**config.mk**
```make
export PLATFORM = sky130hd
export DESIGN_NAME = ecdsa_scalar_prep
export DESIGN_NICKNAME = d
export VERILOG_FILES = /design/src/rtl/ecdsa_scalar_prep.sv
export SDC_FILE = /design/constraint.sdc
export NUM_CORES = 1
export LEC_CHECK = 0
export CORE_MARGIN = 8
export CORE_UTILIZATION = 40
export DETAILED_ROUTE_END_ITERATION = 6
export PLACE_DENSITY = 0.58
export SLEW_MARGIN = 10
export SYNTH_ARGS = -nofsm -noshare
export SYNTH_HDL_FRONTEND = slang
export SYNTH_SLANG_ARGS = --single-unit
```
**constraint.sdc**
```tcl
create_clock -name clk -period 14 [get_ports clk]
set_input_delay 2.8 -clock clk [delete_from_list [all_inputs] [get_ports clk]]
set_output_delay 2.8 -clock clk [all_outputs]
set_load 0.05 [all_outputs]
```
**src/rtl/ecdsa_scalar_prep.sv**
```systemverilog
// ECDSA verifier pre-stage: w = s^-1 mod N via constant-time Fermat exponentiation on a
// bit-serial modular multiplier, then u1 = e*w mod N and u2 = r*w mod N.
module ecdsa_scalar_prep #(
  parameter int unsigned W = 7,
  parameter int unsigned N = 83
) (
  input  logic         clk,
  input  logic         rst_n,
  input  logic         start,
  input  logic [W-1:0] r,
  input  logic [W-1:0] s,
  input  logic [W-1:0] e,
  output logic         busy,
  output logic         done,
  output logic         err,
  output logic [W-1:0] w,
  output logic [W-1:0] u1,
  output logic [W-1:0] u2
);

  localparam int unsigned KW   = (W > 1) ? $clog2(W) : 1;
  localparam logic [W:0]   NMod = (W + 1)'(N);
  localparam logic [W-1:0] Exp  = W'(N - 2);

  localparam logic [2:0] StIdle  = 3'd0;
  localparam logic [2:0] StCheck = 3'd1;
  localparam logic [2:0] StExp   = 3'd2;
  localparam logic [2:0] StU1    = 3'd3;
  localparam logic [2:0] StU2    = 3'd4;
  localparam logic [2:0] StDone  = 3'd5;

  logic [2:0]    state_q, state_d;
  logic [W-1:0]  r_q, r_d;
  logic [W-1:0]  base_q, base_d;
  logic [W-1:0]  e_q, e_d;
  logic [W-1:0]  acc_q, acc_d;
  logic [W-1:0]  p_q, p_d;
  logic [KW-1:0] k_q, k_d;
  logic [KW-1:0] ebit_q, ebit_d;
  logic          phase_q, phase_d;
  logic [W-1:0]  w_q, w_d;
  logic [W-1:0]  u1_q, u1_d;
  logic [W-1:0]  u2_q, u2_d;
  logic          err_q, err_d;

  logic [W-1:0]  mm_a, mm_b, mm_res;
  logic          mm_bit;
  logic [W:0]    mm_dbl, mm_sum;

  // Shared multiplier operands: square uses acc twice, multiply uses acc*base.
  always_comb begin
    mm_a = acc_q;
    mm_b = w_q;
    if (state_q == StU1) begin
      mm_a = e_q;
    end else if (state_q == StU2) begin
      mm_a = r_q;
    end else if (state_q == StExp) begin
      mm_b = phase_q ? base_q : acc_q;
    end
    mm_bit = mm_b[k_q];
  end

  // One interleaved multiply step; p < N keeps every partial sum below 2N < 2^(W+1).
  always_comb begin
    mm_dbl = {p_q, 1'b0};
    if (mm_dbl >= NMod) mm_dbl = mm_dbl - NMod;
    mm_sum = mm_dbl + (mm_bit ? {1'b0, mm_a} : '0);
    if (mm_sum >= NMod) mm_sum = mm_sum - NMod;
    mm_res = mm_sum[W-1:0];
  end

  always_comb begin
    state_d = state_q;
    r_d     = r_q;
    base_d  = base_q;
    e_d     = e_q;
    acc_d   = acc_q;
    p_d     = p_q;
    k_d     = k_q;
    ebit_d  = ebit_q;
    phase_d = phase_q;
    w_d     = w_q;
    u1_d    = u1_q;
    u2_d    = u2_q;
    err_d   = err_q;

    case (state_q)
      StIdle, StDone: begin
        if (state_q == StDone) state_d = StIdle;
        if (start) begin
          state_d = StCheck;
          r_d     = r;
          base_d  = s;
          e_d     = e;
          w_d     = '0;
          u1_d    = '0;
          u2_d    = '0;
          err_d   = 1'b0;
        end
      end
      StCheck: begin
        if (r_q == '0 || {1'b0, r_q} >= NMod || base_q == '0 || {1'b0, base_q} >= NMod) begin
          err_d   = 1'b1;
          state_d = StDone;
        end else begin
          // e < 2^W < 2N, so a single conditional subtract fully reduces it.
          e_d     = ({1'b0, e_q} >= NMod) ? (e_q - NMod[W-1:0]) : e_q;
          acc_d   = W'(1);
          p_d     = '0;
          k_d     = KW'(W - 1);
          ebit_d  = KW'(W - 1);
          phase_d = 1'b0;
          state_d = StExp;
        end
      end
      StExp: begin
        p_d = mm_res;
        if (k_q == '0) begin
          p_d = '0;
          k_d = KW'(W - 1);
          if (!phase_q) begin
            acc_d   = mm_res;
            phase_d = 1'b1;
          end else begin
            // Multiply always runs; only the keep decision depends on the exponent bit.
            if (Exp[ebit_q]) acc_d = mm_res;
            phase_d = 1'b0;
            if (ebit_q == '0) begin
              w_d     = Exp[ebit_q] ? mm_res : acc_q;
              state_d = StU1;
            end else begin
              ebit_d = ebit_q - 1'b1;
            end
          end
        end else begin
          k_d = k_q - 1'b1;
        end
      end
      StU1, StU2: begin
        p_d = mm_res;
        if (k_q == '0) begin
          p_d = '0;
          k_d = KW'(W - 1);
          if (state_q == StU1) begin
            u1_d    = mm_res;
            state_d = StU2;
          end else begin
            u2_d    = mm_res;
            state_d = StDone;
          end
        end else begin
          k_d = k_q - 1'b1;
        end
      end
      default: state_d = StIdle;
    endcase
  end

  always_ff @(posedge clk or negedge rst_n) begin
    if (!rst_n) begin
      state_q <= StIdle;
      r_q     <= '0;
      base_q  <= '0;
      e_q     <= '0;
      acc_q   <= '0;
      p_q     <= '0;
      k_q     <= '0;
      ebit_q  <= '0;
      phase_q <= 1'b0;
      w_q     <= '0;
      u1_q    <= '0;
      u2_q    <= '0;
      err_q   <= 1'b0;
    end else begin
      state_q <= state_d;
      r_q     <= r_d;
      base_q  <= base_d;
      e_q     <= e_d;
      acc_q   <= acc_d;
      p_q     <= p_d;
      k_q     <= k_d;
      ebit_q  <= ebit_d;
      phase_q <= phase_d;
      w_q     <= w_d;
      u1_q    <= u1_d;
      u2_q    <= u2_d;
      err_q   <= err_d;
    end
  end

  assign busy = (state_q == StCheck) || (state_q == StExp) || (state_q == StU1) ||
                (state_q == StU2);
  assign done = (state_q == StDone);
  assign err  = err_q;
  assign w    = w_q;
  assign u1   = u1_q;
  assign u2   = u2_q;

endmodule

```
==> flow_summary.json, run 1 <==
{
  "cts_tree": "built",
  "postCtsHoldBufs": 0,
  "nFillCells": 1020,
  "fin_ws_ns": 8.54,
  "cts_buffers": 9,
  "synth_area_leaders": "dfrtp_1 (40%), nand2_1 (5.6%), ha_1 (4.2%)",
  "drt-initial-drc-count": 205,
  "period_share_pct": 39.0,
  "worstPathMaxFanout": 14,
  "hold_violations": 0,
  "firstDrtPassIters": 5,
  "yosysTopAreaCellShare_pct": 39.8,
  "clk_pin_slew_ns": 0.08,
  "synth-async-reset-ratio_pct": 100,
  "synth-seq-area-share_pct": 39.8,
  "synth_fp_nets": 499,
  "synth_common_cells": "dfrtp_1 (67), nand2_1 (63), nor2_1 (39)",
  "status": "finished, final reports clean",
  "rows": 37,
  "period_needed_ns": 5.46,
  "root_buffer": "clkbuf_8",
  "regArea_um2": 1680,
  "grt_first_pass_wirelength_mm": 19.6,
  "cpLargestDelayFamily": "compound AO/OA/AOI/OAI gates",
  "cp_slowest_stage_delay_ns": 0.57,
  "grt_overflow": 0,
  "grt_max_degree": 68,
  "yosys.area.top_type": "dfrtp_1",
  "via_per_inst": 5.83,
  "antenna_found_initial": 0,
  "cts.htree.levels": 3,
  "synth_area_um2": 4210,
  "totalWireLength_mm": 12.1,
  "cts_resized": 0,
  "rsz0062_at_grt": "no",
  "startpoint_type": "flip-flop",
  "clock_skew_ns": 0.0116,
  "crit_type": "flip-flop to flip-flop",
  "synth.avg_cell_area_um2": 9.16,
  "final_nets": 544,
  "hp-class": "flip-flop to flip-flop",
  "clkSinkCount": 67,
  "area_growth_pct": 19.9,
  "place_congestion": 0.879,
  "drc": 0,
  "wire_per_inst_um": 18.7,
  "r2r_setup_slack_ns": 8.54,
  "r2r_start": "state_q[0]",
  "cp.arrival_ns": 5.68,
  "diodes": 0,
  "cpMaxStageDelayCell": "mux4_2",
  "pre_cts_slack_ns": 8.56,
  "clk_latency_ns": 0.36,
  "antenna_left": 0,
  "crit_path_end_kind": "flip-flop",
  "ys_warn_count": 0,
  "syn_inst": 460,
  "worstPathCellList": "inv_1, nand2_1, nor2_1, o211ai_1, mux4_2, a311oi_1, ha_1, fa_1, ha_1, or2_0, a2111oi_1, nor2_1, a21boi_4, o22ai_1, xnor2_1, o211ai_1",
  "slew_headroom_pct": 31.9,
  "dp_hpwl_mm": 8.86,
  "synth-seq-cells": 67,
  "grt.total_usage_pct": 17.2,
  "timing.rr.end": "w[3]",
  "die-area_um2": 14100,
  "post_synth_num_cell_types": 68,
  "clock.fmax_mhz": 183,
  "critical_path_buf_inv_count": 1,
  "setup_viol": 0,
  "r2r_cells": 16,
  "synth_flop_cell": "dfrtp_1",
  "drv_slew": 0,
  "post_cts_buffers": 0,
  "synth_edf_count": 0,
  "crit_start": "state_q[0]",
  "via_count": 3766,
  "drive_gt1_share_pct": 10.8,
  "grt_pass1_vias": 3767,
  "start_util_pct": 41.0,
  "pin_count": 48,
  "endpoint": "w[3]",
  "tightestPinTransition_ns": 1.02,
  "yosysMostFrequentCell": "dfrtp_1",
  "cp_data_required_time_ns": 14.21,
  "die_y_um": 119,
  "drv_cap": 0,
  "core_area_um2": 10300,
  "cp.depth": 16,
  "fin_setup_tns_ns": 0,
  "multiInputGateArea_um2": 2400,
  "io_buffers": 47,
  "clock_path_buffers": 2,
  "die_w_um": 119
}
worst min path at each step:
stage            from      to  slack (ns)  depth (start not counted)
5_1_grt         u1[4]   u1[4]        0.52                          2
4_1_cts         u1[4]   u1[4]        0.49                          2
6_report        u1[6]   u1[6]        0.48                          2
3_5_place_dp    u1[4]   u1[4]        0.47                          2
3_3_place_gp    u1[4]   u1[4]        0.47                          2
2_1_floorplan  e_q[6]  e_q[6]        0.48                          1
cell type report:
class,count,area share [%]
Clock buffer,11,3.00
Clock inverter,5,2.13
Inverter,17,1.26
Multi-Input combinational cell,361,47.5
Sequential cell,67,33.2
Tap cell,136,3.37
Timing Repair Buffer,49,9.52
layout by cell type (no fill, tap or decap), drive strengths merged, types with 4 or more instances in the layout:
master / n
dfrtp: 67
nand2: 63
clkdlybuf4s50: 46
nor2: 39
o21ai: 39
a21oi: 25
inv: 17
mux2: 14
ha: 14
nand3: 11
clkbuf: 11
o22ai: 11
nor3: 10
mux2i: 9
a22o: 9
nor2b: 8
a311oi: 8
o31ai: 8
xor2: 8
nand2b: 7
xnor2: 5
nor4: 5
a21o: 5
mux4: 4
a31oi: 4
nand4: 4
a211o: 4
or2: 4
routing by layer:
metal / part of all wire (%) / up-vias / global-route usage [%]
met5: 0 / - / 0
met1: 45 / 1843 / 21.5
met3: 4.7 / 25 / 3.38
li1: - / 1792 / -
met2: 48 / 106 / 28.8
met4: 2.0 / 0 / 6.32
cell families (layout without fill, tap and decap cells):
kind of cell,Yosys count,count (layout),synth area share (%)
xor gates and xnor gates,13,13,2.88
DFF,67,67,39.8
adders and majority gates,15,15,4.63
AOI/OAI and AO/OA,143,143,23.5
buffers and inverters,32,82,3.24
and+or+nand+nor,163,163,17.9
muxes,27,27,8.02
through the flow:
stage	area (um^2)	hold slack (ns)	cells	util (%)
6_report	5050	0.484	646	49.1
5_1_grt	5050	0.521	646	49.1
4_1_cts	5050	0.489	646	49.1
3_5_place_dp	4790	0.471	630	46.6
3_3_place_gp	4790	0.465	630	46.6
2_1_floorplan	4210	0.483	460	-
state kept, by name, indices dropped and copies added, names as in the netlist, 3 cells and up:
| register | count |
|---|---|
| acc_q | 7 |
| base_q | 7 |
| e_q | 7 |
| ebit_q | 3 |
| k_q | 3 |
| p_q | 7 |
| r_q | 7 |
| state_q | 3 |
| u1 | 7 |
| u2 | 7 |
| w | 7 |
worst reg2reg max path, delay by kind of cell (launching register included):
family	cells	cell delay [ns]
adders and majority gates	3	1.01
muxes	1	0.57
AOI/OAI and AO/OA	6	1.43
and+or+nand+nor	4	1.08
DFF	1	0.52
buffers and inverters	1	0.27
xor gates and xnor gates	1	0.43
Power of run 1 is left out: the tool's default activity adds up to more than one toggle a clock period on the data nets, which glitch-free logic cannot reach.
==> run 2: changes to the inputs <==
==> constraint.sdc (replaced) <==
create_clock -name clk -period 5.2 [get_ports clk]
set_input_delay 1.04 -clock clk [delete_from_list [all_inputs] [get_ports clk]]
set_output_delay 1.04 -clock clk [all_outputs]
set_load 0.05 [all_outputs]
==> run 2 against run 1 <==
  * Sequential cell count unchanged
  * Sequential share of layout area is 0.33 points lower
  * Routed wire length is 2.9% lower
  * Critical path depth is the same
  * Worst hold slack barely moved
  * Maximum frequency increased by 13%
  * Utilization grew 0.50 points
==> flow_summary.json, run 2 (synthesis gave the netlist of run 1 again) <==
{
  "status": "finished, final reports clean",
  "startpoint_type": "flip-flop",
  "cts_tree": "built",
  "antenna_left": 0,
  "area_growth_pct": 21.1,
  "drt-initial-drc-count": 262,
  "final_common_cell": "dfrtp_1",
  "cp_slowest_stage_delay_ns": 0.57,
  "drv_slew": 0,
  "cts.htree.levels": 3,
  "nFillCells": 1001,
  "dp_hpwl_mm": 8.82,
  "place_congestion": 0.889,
  "hold_ws_ns": 0.483,
  "utilization_pct": 49.6,
  "die_y_um": 119,
  "grt_max_degree": 68,
  "worstPathCellList": "clkinv_1, nand2_1, nor2_2, o211ai_1, mux4_2, a311oi_1, ha_1, fa_1, ha_1, or2_0, a2111oi_1, nor2_1, a21boi_4, o22ai_2, xor2_2, a221o_1",
  "final_area_um2": 5100,
  "grt.total_usage_pct": 17.1,
  "final_nets": 553,
  "root_buffer": "clkbuf_8",
  "rsz0062_at_grt": "no",
  "hold_violations": 0,
  "grt_overflow": 0,
  "cpLargestDelayFamily": "compound AO/OA/AOI/OAI gates",
  "rows": 37,
  "totalWireLength_mm": 11.7,
  "period_share_pct": 92.8,
  "cp.arrival_ns": 5.05,
  "clk_pin_slew_ns": 0.09,
  "fin_setup_tns_ns": 0,
  "io_buffers": 47,
  "wire_per_inst_um": 17.9,
  "diodes": 0,
  "die-area_um2": 14100,
  "crit_top_cell": "ha_1",
  "cts_buffers": 9,
  "cp_data_required_time_ns": 5.43,
  "clkSinkCount": 67,
  "hp-class": "flip-flop to flip-flop",
  "clk_latency_ns": 0.35,
  "period_needed_ns": 4.83,
  "pin_count": 48,
  "drive_gt1_share_pct": 13.1,
  "via_per_inst": 5.73,
  "critical_path_buf_inv_count": 1,
  "worstPathMaxFanout": 9,
  "drc": 0,
  "clock_path_buffers": 2,
  "grt_first_pass_wirelength_mm": 19.6,
  "drv_cap": 0,
  "min_path_cells": 2,
  "mostFrequentLayoutCells": "dfrtp_1 (67), nand2_1 (62), clkdlybuf4s50_1 (46)",
  "clock_skew_ns": 0.0144,
  "crit_type": "flip-flop to flip-flop",
  "dpl-instance-area_um2": 4860,
  "firstDrtPassIters": 7,
  "antenna_found_initial": 0,
  "grt_pass1_vias": 3788,
  "via_count": 3751,
  "die_w_um": 119,
  "crit_path_end_kind": "flip-flop",
  "setup_viol": 0,
  "start_util_pct": 41.0,
  "tightestPinTransition_ns": 0.987,
  "cpMaxStageDelayCell": "mux4_2",
  "clock.fmax_mhz": 207,
  "cp.depth": 16,
  "core_area_um2": 10300,
  "slew_headroom_pct": 34.2,
  "r2r_cells": 16
}
## run 2: routing by layer
metal	GRT usage, %	routed length (um)	share of wire [%]	up-vias
met1	21.9	5350	46	1816
met5	0	0	0	-
li1	-	-	-	1814
met3	3.00	450	3.8	24
met2	28.2	5630	48	97
met4	6.56	300	2.6	0
## run 2: stage by stage
step,cells,setup WS (ns)
after floorplan,460,0.664
after global placement,639,0.323
after detailed placement,639,0.221
after CTS,655,0.198
after global routing,655,0.0252
final,655,0.373
## run 2: cell type report
class,count,area [um^2],share of cell area [%]
Clock buffer,9,124,2.43
Clock inverter,7,98.8,1.94
Inverter,17,63.8,1.25
Multi-Input combinational cell,361,2420,47.4
Sequential cell,67,1680,32.9
Tap cell,136,170,3.34
Timing Repair Buffer,58,548,10.7
## run 2: worst min-delay path, cell delays in order, from the launching register on
cell	delay [ns]
dfrtp_1	0.35
nand2_1	0.05
o31ai_1	0.06
## run 2: timing repair
action | 4_1_cts | 5_1_grt
gates resized for setup | 0 | 4
hold buffers | 0 | 0
setup buffers | 0 | 0
setup endpoints to repair | 0 | 22
## run 2: final timing paths
| kind | start | to | slack [ns] |
|---|---|---|---|
| max | state_q[2] | w[2] | 0.37 |
| min | u2[4] | u2[4] | 0.48 |
| max reg2reg | state_q[2] | w[2] | 0.37 |
| min reg2reg | u2[4] | u2[4] | 0.48 |
| max in group asynchronous | rst_n | w[0] | 3.75 |
| min in group asynchronous | rst_n | r_q[0] | 0.89 |
Power of run 2 is left out for the same reason.
==> run 3: changes to the inputs <==
--- a/config.mk
+++ b/config.mk
@@ -8,6 +8,7 @@
 export CORE_MARGIN = 8
 export CORE_UTILIZATION = 40
 export DETAILED_ROUTE_END_ITERATION = 6
+export GPL_ROUTABILITY_DRIVEN = 0
 export PLACE_DENSITY = 0.58
 export SLEW_MARGIN = 10
 export SYNTH_ARGS = -nofsm -noshare
==> results of run 3 <==
Same layout as run 2: the final DEF is identical, and so are final timing and power.
Power of run 3 is left out for the same reason.
